`config.mk`:
```
export PLATFORM = sky130hd
export DESIGN_NAME = neuron_mac
export DESIGN_NICKNAME = d
export VERILOG_FILES = /design/src/rtl/ann_pkg.sv /design/src/rtl/neuron_act.sv /design/src/rtl/neuron_mac.sv
export SDC_FILE = /design/constraint.sdc
export NUM_CORES = 1
export LEC_CHECK = 0
export CAP_MARGIN = 20
export CORE_UTILIZATION = 45
export DETAILED_ROUTE_END_ITERATION = 10
export HOLD_SLACK_MARGIN = 0.12
export PLACE_DENSITY = 0.78
export SLEW_MARGIN = 20
export SYNTH_ARGS = -nofsm -noshare
export SYNTH_HDL_FRONTEND = slang
export SYNTH_SLANG_ARGS = --single-unit
```
`constraint.sdc`:
```
create_clock -name clk -period 5.9 [get_ports clk]
set_input_delay 0.885 -clock clk [delete_from_list [all_inputs] [get_ports clk]]
set_output_delay 0.885 -clock clk [all_outputs]
set_load 0.01 [all_outputs]
```
`src/rtl/ann_pkg.sv`:
```
// Shared definitions for the neuron MAC block: the controller state
// encoding and the default widths used as parameter defaults.
package ann_pkg;

    localparam int DATA_W  = 8;   // activation, weight and output width
    localparam int ACC_W   = 20;  // accumulator and bias width
    localparam int N_TAPS  = 4;   // products summed per output
    localparam int FRAC_SH = 4;   // fixed-point shift before saturation

    typedef enum logic [1:0] {
        ACCUM = 2'd0,
        BIAS  = 2'd1,
        OUT   = 2'd2
    } state_t;

endpackage

```
`src/rtl/neuron_act.sv`:
```
// Output stage of the neuron: arithmetic shift of the accumulator,
// saturation to the signed output range and an optional ReLU.
// Build option: define NEURON_MAC_RELU_EN to clamp negative results to 0.
module neuron_act #(
    parameter int DATA_W  = ann_pkg::DATA_W,
    parameter int ACC_W   = ann_pkg::ACC_W,
    parameter int FRAC_SH = ann_pkg::FRAC_SH
) (
    input  logic signed [ACC_W-1:0]  acc,
    output logic signed [DATA_W-1:0] act
);

    localparam logic signed [ACC_W-1:0] SAT_MAX = ACC_W'((2 ** (DATA_W - 1)) - 1);
    localparam logic signed [ACC_W-1:0] SAT_MIN = ACC_W'(-(2 ** (DATA_W - 1)));

    logic signed [ACC_W-1:0]  shifted;
    logic signed [DATA_W-1:0] sat_val;

    // Rescale the accumulator and clamp it into the output word range.
    always_comb begin
        shifted = acc >>> FRAC_SH;
        if (shifted > SAT_MAX) begin
            sat_val = SAT_MAX[DATA_W-1:0];
        end else if (shifted < SAT_MIN) begin
            sat_val = SAT_MIN[DATA_W-1:0];
        end else begin
            sat_val = shifted[DATA_W-1:0];
        end
    end

    // Optional rectification of the saturated value.
    always_comb begin
`ifdef NEURON_MAC_RELU_EN
        act = sat_val[DATA_W-1] ? '0 : sat_val;
`else
        act = sat_val;
`endif
    end

endmodule

```
`src/rtl/neuron_mac.sv`:
```
// Single neuron: accumulates N_TAPS signed x*w products, adds a bias,
// then presents the shifted/saturated result on a valid/ready output.
// Build option: NEURON_MAC_RELU_EN enables ReLU in the output stage.
module neuron_mac #(
    parameter int DATA_W  = ann_pkg::DATA_W,
    parameter int ACC_W   = ann_pkg::ACC_W,
    parameter int N_TAPS  = ann_pkg::N_TAPS,
    parameter int FRAC_SH = ann_pkg::FRAC_SH
) (
    input  logic                     clk,
    input  logic                     rst,
    input  logic                     in_valid,
    output logic                     in_ready,
    input  logic signed [DATA_W-1:0] in_x,
    input  logic signed [DATA_W-1:0] in_w,
    input  logic signed [ACC_W-1:0]  bias,
    output logic                     out_valid,
    input  logic                     out_ready,
    output logic signed [DATA_W-1:0] out_data,
    output logic                     busy
);

    import ann_pkg::*;

    // A single-tap build still needs a 1-bit counter to stay legal.
    localparam int CNT_W = (N_TAPS > 1) ? $clog2(N_TAPS) : 1;
    localparam logic [CNT_W-1:0] LAST_TAP = CNT_W'(N_TAPS - 1);

    state_t                   state_reg, state_next;
    logic [CNT_W-1:0]         tap_reg, tap_next;
    logic signed [ACC_W-1:0]  acc_reg, acc_next;
    logic signed [2*DATA_W-1:0] prod;
    logic signed [ACC_W-1:0]  prod_ext;

    // Full-precision product, sign-extended into the accumulator width.
    assign prod     = in_x * in_w;
    assign prod_ext = ACC_W'(prod);

    // State, tap counter and accumulator registers.
    always_ff @(posedge clk) begin
        if (rst) begin
            state_reg <= ACCUM;
            tap_reg   <= '0;
            acc_reg   <= '0;
        end else begin
            state_reg <= state_next;
            tap_reg   <= tap_next;
            acc_reg   <= acc_next;
        end
    end

    // Next-state logic: accumulate taps, add bias for one cycle, then
    // hold the result until the consumer takes it.
    always_comb begin
        state_next = state_reg;
        tap_next   = tap_reg;
        acc_next   = acc_reg;
        case (state_reg)
            ACCUM: begin
                if (in_valid) begin
                    acc_next = (tap_reg == '0) ? prod_ext : acc_reg + prod_ext;
                    if (tap_reg == LAST_TAP) begin
                        tap_next   = '0;
                        state_next = BIAS;
                    end else begin
                        tap_next = tap_reg + CNT_W'(1);
                    end
                end
            end
            BIAS: begin
                acc_next   = acc_reg + bias;
                state_next = OUT;
            end
            OUT: begin
                if (out_ready) begin
                    state_next = ACCUM;
                end
            end
            default: begin
                state_next = ACCUM;
            end
        endcase
    end

    // Handshake and status flags decoded from the current state.
    always_comb begin
        in_ready  = (state_reg == ACCUM);
        out_valid = (state_reg == OUT);
        busy      = (state_reg != ACCUM) || (tap_reg != '0);
    end

    neuron_act #(
        .DATA_W  (DATA_W),
        .ACC_W   (ACC_W),
        .FRAC_SH (FRAC_SH)
    ) u_act (
        .acc (acc_reg),
        .act (out_data)
    );

endmodule

```
==> results.txt, run 1 <==
- The run finished, with violations left.
- Violated checks: setup timing
- Most used DFF post-synth: sky130_fd_sc_hd__dfxtp_1
* Leading post-synthesis cells by cell area: sky130_fd_sc_hd__fa_1 (20%), sky130_fd_sc_hd__ha_1 (16%), sky130_fd_sc_hd__dfxtp_1 (8.5%), sky130_fd_sc_hd__inv_1 (6.7%), sky130_fd_sc_hd__and2_1 (5.2%)
* RSZ-0062 raised after global routing: true
* Post-Synthesis Net Count: 858
- Sorting the synthesized cells by how often they occur yields sky130_fd_sc_hd__inv_1 (101), sky130_fd_sc_hd__ha_1 (72), sky130_fd_sc_hd__fa_1 (57).
- In this run the most critical hold path is launched from tap_reg[1].
- CTS tree: done
- Antenna Cells: 0
- Kind of start point of the critical path: input pin
- Proportion of synthesized flip-flops having asynchronous set or reset: 0%
- Number of antenna violations at the first check in global routing: 0
* DPL Wire Length: 10.7 mm
* H-tree Lvls: 1
* Violation count after the first detailed-routing iteration: 218
- Yosys synthesis warning count: 0
- Max-capacitance violation count: 0
- After synthesis the netlist holds a flip-flop and latch count of 24.
* Total Nets Final: 1000
* Via Count: 5195
- Entering global routing, the biggest net connects 28 pins.
* Per-cell routed wire length: 14.1 um
- Die outline width: 114 um
- Number of failing setup endpoints in the final timing report: 4
- Max FFs per register: 20
- Filler Cell Count: 1023
* Worst clock skew on the final layout: 3.63 ps
- Sequential cells were found to cover 8.52% of the synthesized design area.
* Min Hold Slack: 472 ps
- The count of nets left with antenna violations once routing finished came out at 0.
- Global-route wire length before repair: 23.5 mm
* Reg clk slew, reported paths: 60 ps
- CTS placed an instance of sky130_fd_sc_hd__clkbuf_16 at the clock tree root.
- After synthesis the cells add up to 5640 um2.
- Counting every instance in the synthesized netlist gives 689.
* Initial core utilization: 46.6%
- The endpoint identified for the worst register-to-register timing path is acc_reg[18].
- PortBufs: 50
- Dominant cell type by area after synthesis: sky130_fd_sc_hd__fa_1
- Area inside the core boundary: 12100 um2
* Global route total overflow: 0
- Clock Path Buffers: 2
* All-layer global routing usage: 21.8%
- Headroom to the max-slew limit: 36.3%
* Weighted congestion at the end of routability-driven global placement: 0.864
* Max Freq: 162 MHz
- After layout, the worst setup slack is -282 ps.
* Final worst path period need: 6180 ps
* Minimum setup slack among reg-to-reg paths: 3070 ps
- Data arrival, critical path: 6360 ps
* Total count of max-transition violations in the final report: 0
* Fraction of synthesized cell area taken by the top area cell type: 20.2%
- Final period utilization: 105%
* Floorplan row count: 40
- For hold timing, the worst endpoint is tap_reg[1].
- The later pin in the worst-skew pair is clocked with a latency of 270 ps.
- The critical path is of the in2reg type.
- IO Count: 51
* Most frequently used cell type in the post-synthesis netlist: sky130_fd_sc_hd__inv_1
- Peak fanout along the critical path: 6
* DRC: 0
- The path class of the tightest hold or removal check is reg2reg.
- Final hold vios: 0
- Data on the critical path is required at its endpoint by 6070 ps.
- CTS Buf Count: 3
* Launch point of the critical path: in_w[4]
- Die outline area: 13000 um2
* Capturing element type of the critical path: register
- From bottom edge to top edge, the die measures 114 um.
- Counting distinct cell types in the post-synthesis netlist gives 65.
- Cells on worst reg2reg path: 11
- The worst hold path passes through 2 cells.
- The startpoint identified for the worst register-to-register timing path is acc_reg[0].
* DRT Pass-1 Iters: 4
* Share of layout cells above drive strength 1: 26.0%
* Actual slew at the worst max-slew pin: 956 ps
- Final Routed Wirelength: 14.1 mm
* Average instance area after synthesis: 8.19 um2
* Area of the multi-input gates: 5070 um2
- Clock tree synthesis found a total of 24 sinks.
* Vias in the first global route: 5196
- P&R area growth vs syn: 32.8%
- Number of synthesized flops with an enable pin: 0
- Across the whole layout, storage elements account for 480 um2.
* Vias per std cell: 5.21
## critical path, stage by stage
cell and delay, ps:
sky130_fd_sc_hd__buf_8 110, sky130_fd_sc_hd__buf_6 110, sky130_fd_sc_hd__and2_4 150, sky130_fd_sc_hd__fa_1 580
sky130_fd_sc_hd__inv_2 80, sky130_fd_sc_hd__fa_1 520, sky130_fd_sc_hd__inv_2 40, sky130_fd_sc_hd__fa_1 520
sky130_fd_sc_hd__inv_1 50, sky130_fd_sc_hd__fa_1 480, sky130_fd_sc_hd__inv_2 50, sky130_fd_sc_hd__ha_4 280
sky130_fd_sc_hd__nand2_2 50, sky130_fd_sc_hd__o211ai_1 280, sky130_fd_sc_hd__a21oi_2 90, sky130_fd_sc_hd__nor2_1 140
sky130_fd_sc_hd__xor2_1 270, sky130_fd_sc_hd__ha_1 300, sky130_fd_sc_hd__and3_2 230, sky130_fd_sc_hd__and4_4 200
sky130_fd_sc_hd__a221oi_2 240, sky130_fd_sc_hd__nor3_2 80, sky130_fd_sc_hd__xnor2_1 130, sky130_fd_sc_hd__or3_1 300
sky130_fd_sc_hd__a31oi_1 170
## layout by cell type, fill, tap and decap left out, types with 15 or more instances in the layout
cell type,count
sky130_fd_sc_hd__buf_4,102
sky130_fd_sc_hd__dfxtp_1,24
sky130_fd_sc_hd__a21o_1,16
sky130_fd_sc_hd__fa_1,56
sky130_fd_sc_hd__clkdlybuf4s50_1,34
sky130_fd_sc_hd__inv_1,89
sky130_fd_sc_hd__xor2_1,17
sky130_fd_sc_hd__xnor2_1,28
sky130_fd_sc_hd__ha_1,56
sky130_fd_sc_hd__o21ai_0,15
sky130_fd_sc_hd__and2_1,38
sky130_fd_sc_hd__nand2_1,52
sky130_fd_sc_hd__nor2_1,31
sky130_fd_sc_hd__a21oi_1,41
## how the worst max path moves through the flow
stage,cells past startpoint,slack [ps],endpoint
6_report,25,-280,acc_reg[18]
5_1_grt,25,-470,acc_reg[18]
4_1_cts,23,-180,acc_reg[18]
3_5_place_dp,22,-1120,acc_reg[18]
3_3_place_gp,22,-1120,acc_reg[18]
2_1_floorplan,23,-160,acc_reg[18]
## area by class of cell
cell class / instances / share of cell area, %
Multi-Input combinational cell: 548 / 67.6
Timing Repair Buffer: 152 / 16.9
Sequential cell: 24 / 6.41
Inverter: 102 / 5.11
Tap cell: 168 / 2.81
Clock buffer: 4 / 1.19
## stage by stage
stage | setup TNS, ps | instance area, um2 | std cells | util, % | setup slack (ps)
6_report | -598 | 7490 | 998 | 61.9 | -282
5_1_grt | -1920 | 7490 | 998 | 61.9 | -470
4_1_cts | -528 | 7310 | 996 | 60.4 | -182
3_5_place_dp | -8620 | 6980 | 977 | 57.6 | -1120
3_3_place_gp | -8150 | 6980 | 977 | 57.6 | -1120
2_1_floorplan | -263 | 5730 | 689 | - | -157
## routing by layer
layer	global-route usage [%]	vias up	share of wire [%]	routed length [um]
li1	-	2632	-	-
met1	28.3	2462	46	6490
met2	40.0	92	50	7100
met3	1.22	9	2.6	373
met4	4.50	0	1.0	144
met5	0	-	0	0
## cell families after synthesis
logic type / after synthesis / share of synthesized area (%)
fa+ha+maj: 129 / 36.2
flops: 24 / 8.52
compound gates: 163 / 19.5
mux: 8 / 1.44
buf+inv: 117 / 8.54
xor+xnor: 46 / 7.14
simple gates: 202 / 18.7
## timing repair
action                     CTS  global route
hold buffers                 0             0
pin swaps                   44            49
hold endpoints to repair     0             0
setup buffers               15             5
resized for setup          121            39
setup endpoints to repair   10            10
cloned                       0             0
Power of run 1 is left out: the tool's default activity adds up to more than one toggle a clock period on the data nets, which glitch-free logic cannot reach.
==> run 2: changes to the inputs <==
--- a/config.mk
+++ b/config.mk
@@ -6,10 +6,13 @@
 export NUM_CORES = 1
 export LEC_CHECK = 0
 export CAP_MARGIN = 20
-export CORE_UTILIZATION = 45
+export CELL_PAD_IN_SITES_DETAIL_PLACEMENT = 1
+export CELL_PAD_IN_SITES_GLOBAL_PLACEMENT = 1
+export CORE_UTILIZATION = 41
 export DETAILED_ROUTE_END_ITERATION = 10
 export HOLD_SLACK_MARGIN = 0.12
-export PLACE_DENSITY = 0.78
+export PLACE_DENSITY = 0.9
+export SKIP_LAST_GASP = 1
 export SLEW_MARGIN = 20
 export SYNTH_ARGS = -nofsm -noshare
 export SYNTH_HDL_FRONTEND = slang
==> constraint.sdc (replaced) <==
create_clock -name clk -period 5.5 [get_ports clk]
set_input_delay 0.825 -clock clk [delete_from_list [all_inputs] [get_ports clk]]
set_output_delay 0.825 -clock clk [all_outputs]
set_load 0.01 [all_outputs]
==> run 2 against run 1 <==
  * The run still ends with setup timing left
  * Critical path depth shrank 1
  * Non-clock buffer count shrank 11
  * Critical path type unchanged
  * Via count grew 5.6%
  * Clock skew shrank 0.92 ps
  * Flip-flop and latch count is the same
==> results.txt, run 2 (synthesis results as in run 1) <==
* CTS tree: done
- Area inside the core boundary: 13300 um2
* Hold buffer count at CTS: 0
- Of the cells placed in the final design, the portion with a size suffix greater than 1 is 25.2%.
- Per-cell routed wire length: 19.4 um
- Kind of start point of the critical path: input pin
- Of all nets on the critical path, the largest fanout is 8.
- Kind of critical path: in2reg
- Counting the fill cells in the layout gives 1591.
* Data arrival, critical path: 6460 ps
* Cell mode on critical path: sky130_fd_sc_hd__fa_1
- Vias per std cell: 5.52
- Counting every sink on the clock net gives 24.
* Headroom to the max-slew limit: 37.6%
* Number of buffers and inverters on the critical path: 3
* Vias in the first global route: 6245
- Die outline area: 14200 um2
- From synthesis to final layout, the design area changed by 32.2%.
* RSZ-0062 raised after global routing: true
- The final layout contains 989 nets.
- Final worst path period need: 6290 ps
- Global routing consumed, over all layers together, 26.0% of the routing resources.
- Capturing element type of the critical path: register
- Clock Path Buffers: 2
- Entering global routing, the biggest net connects 28 pins.
- Max FFs per register: 20
* PortBufs: 50
- The clock reaches the later pin of the worst-skew pair after 270 ps.
- Global routing finished with a remaining overflow of 0.
- On the final layout, the worst clock skew is 2.71 ps.
- Number of antenna violations at the first check in global routing: 0
- Across the run, the number of max-cap violations was 0.
- STA puts the critical path data required time at 5680 ps.
- The worst register-to-register path begins at acc_reg[0].
* Via Count: 5484
* Critical path's largest stage delay: 600 ps
- The congestion estimate from routability-driven global placement came to 0.901.
* Actual slew at the worst max-slew pin: 937 ps
- Critical path, cell by cell: buf_4 > and2_4 > fa_1 > fa_1 > fa_1 > inv_1 > fa_1 > inv_1 > ha_4 > nand3_2 > o22ai_2 > nand2_1 > nand2_1 > a21oi_1 > xnor2_1 > ha_1 > a21o_1 > a21o_2 > a31o_4 > a221oi_4 > nor3_2 > xnor2_1 > or3_1 > a31oi_1
* Commonest non-fill, non-tap cell in the layout: sky130_fd_sc_hd__inv_1
* Die outline width: 119 um
- The first global-routing pass estimated 29.9 mm of wire.
- In the post-route analysis, the smallest setup slack over all paths is -785 ps.
* DRT Pass-1 Iters: 4
* Final hold vios: 0
* Antenna Cells: 0
- The worst hold path belongs to the class reg2reg.
- Number of failing setup endpoints in the final timing report: 10
* Floorplan row count: 42
* IO Count: 51
* Final period utilization: 114%
- The max-slew violation count is 0.
- Launch point of the critical path: in_x[3]
* Antenna-violating nets left: 0
- The checks that failed: setup timing.
- In the routed design, unresolved DRC markers number 0.
- Min Hold Slack: 494 ps
* DPL Wire Length: 14.7 mm
* Max Freq: 159 MHz
- Status: complete, but fails checks
- CTS placed an instance of sky130_fd_sc_hd__clkbuf_16 at the clock tree root.
- Cell type of the slowest stage on the worst timing path: sky130_fd_sc_hd__fa_1
* CTS Buf Count: 3
* Violation count after the first detailed-routing iteration: 261
- Reg clk slew, reported paths: 60 ps
- H-tree Lvls: 1
- Initial core utilization: 42.3%
* Final Routed Wirelength: 19.3 mm
- The die is 119 um tall.
* Highest-count cells in the layout ignoring fill and taps: sky130_fd_sc_hd__inv_1 (89), sky130_fd_sc_hd__buf_4 (88), sky130_fd_sc_hd__ha_1 (57), sky130_fd_sc_hd__fa_1 (54), sky130_fd_sc_hd__nand2_1 (52)
- Worst Min Path Start: tap_reg[1]
- Top delay family on crit path: adder cells
==> run 2: path summary, 6_finish.rpt <==
kind                                     to  slack (ps)  depth (start not counted)
worst max-delay path            acc_reg[18]        -790                         24
worst min-delay path             tap_reg[1]         490                          2
worst max register to register  acc_reg[18]        2460                         11
worst min register to register   tap_reg[1]         490                          2
==> run 2: final cells by class <==
type                    count  area, um2  area share, %
clock buffers               3       75.1           1.01
multi-input cells         548       5080           68.1
well taps                 176        220           2.95
flip-flops and latches     24        480           6.44
repair buffers            141       1220           16.3
inverters                 102        383           5.13
==> run 2: repair_timing <==
item / 4_1_cts / 5_1_grt
resized for setup: 136 / 37
buffers inserted: 7 / 8
gates cloned: 0 / 0
endpoints found under the setup margin: 13 / 13
pin swaps: 56 / 37
==> run 2: routing by layer <==
layer | GRT usage (%) | vias up | wire (um)
li1 | - | 2592 | -
met1 | 28.6 | 2695 | 7470
met2 | 50.9 | 139 | 10500
met3 | 1.77 | 58 | 522
met4 | 11.0 | 0 | 805
met5 | 0 | - | 0
==> run 2: worst min-delay path: stages (launching register included) <==
cell,delay [ps]
sky130_fd_sc_hd__dfxtp_1,330
sky130_fd_sc_hd__nand2_1,70
sky130_fd_sc_hd__a21oi_1,60
==> run 2: per-stage QoR <==
step	std cells	util (%)	cell area, um2	worst slack, ps	TNS [ps]
global route	994	55.9	7460	-931	-7960
floorplan	689	-	5750	-497	-1750
finish	994	55.9	7460	-785	-6100
detailed placement	976	52.0	6940	-1710	-16070
global placement	976	52.0	6940	-1340	-11950
CTS	986	54.1	7230	-588	-4850
Power of run 2 is left out for the same reason.
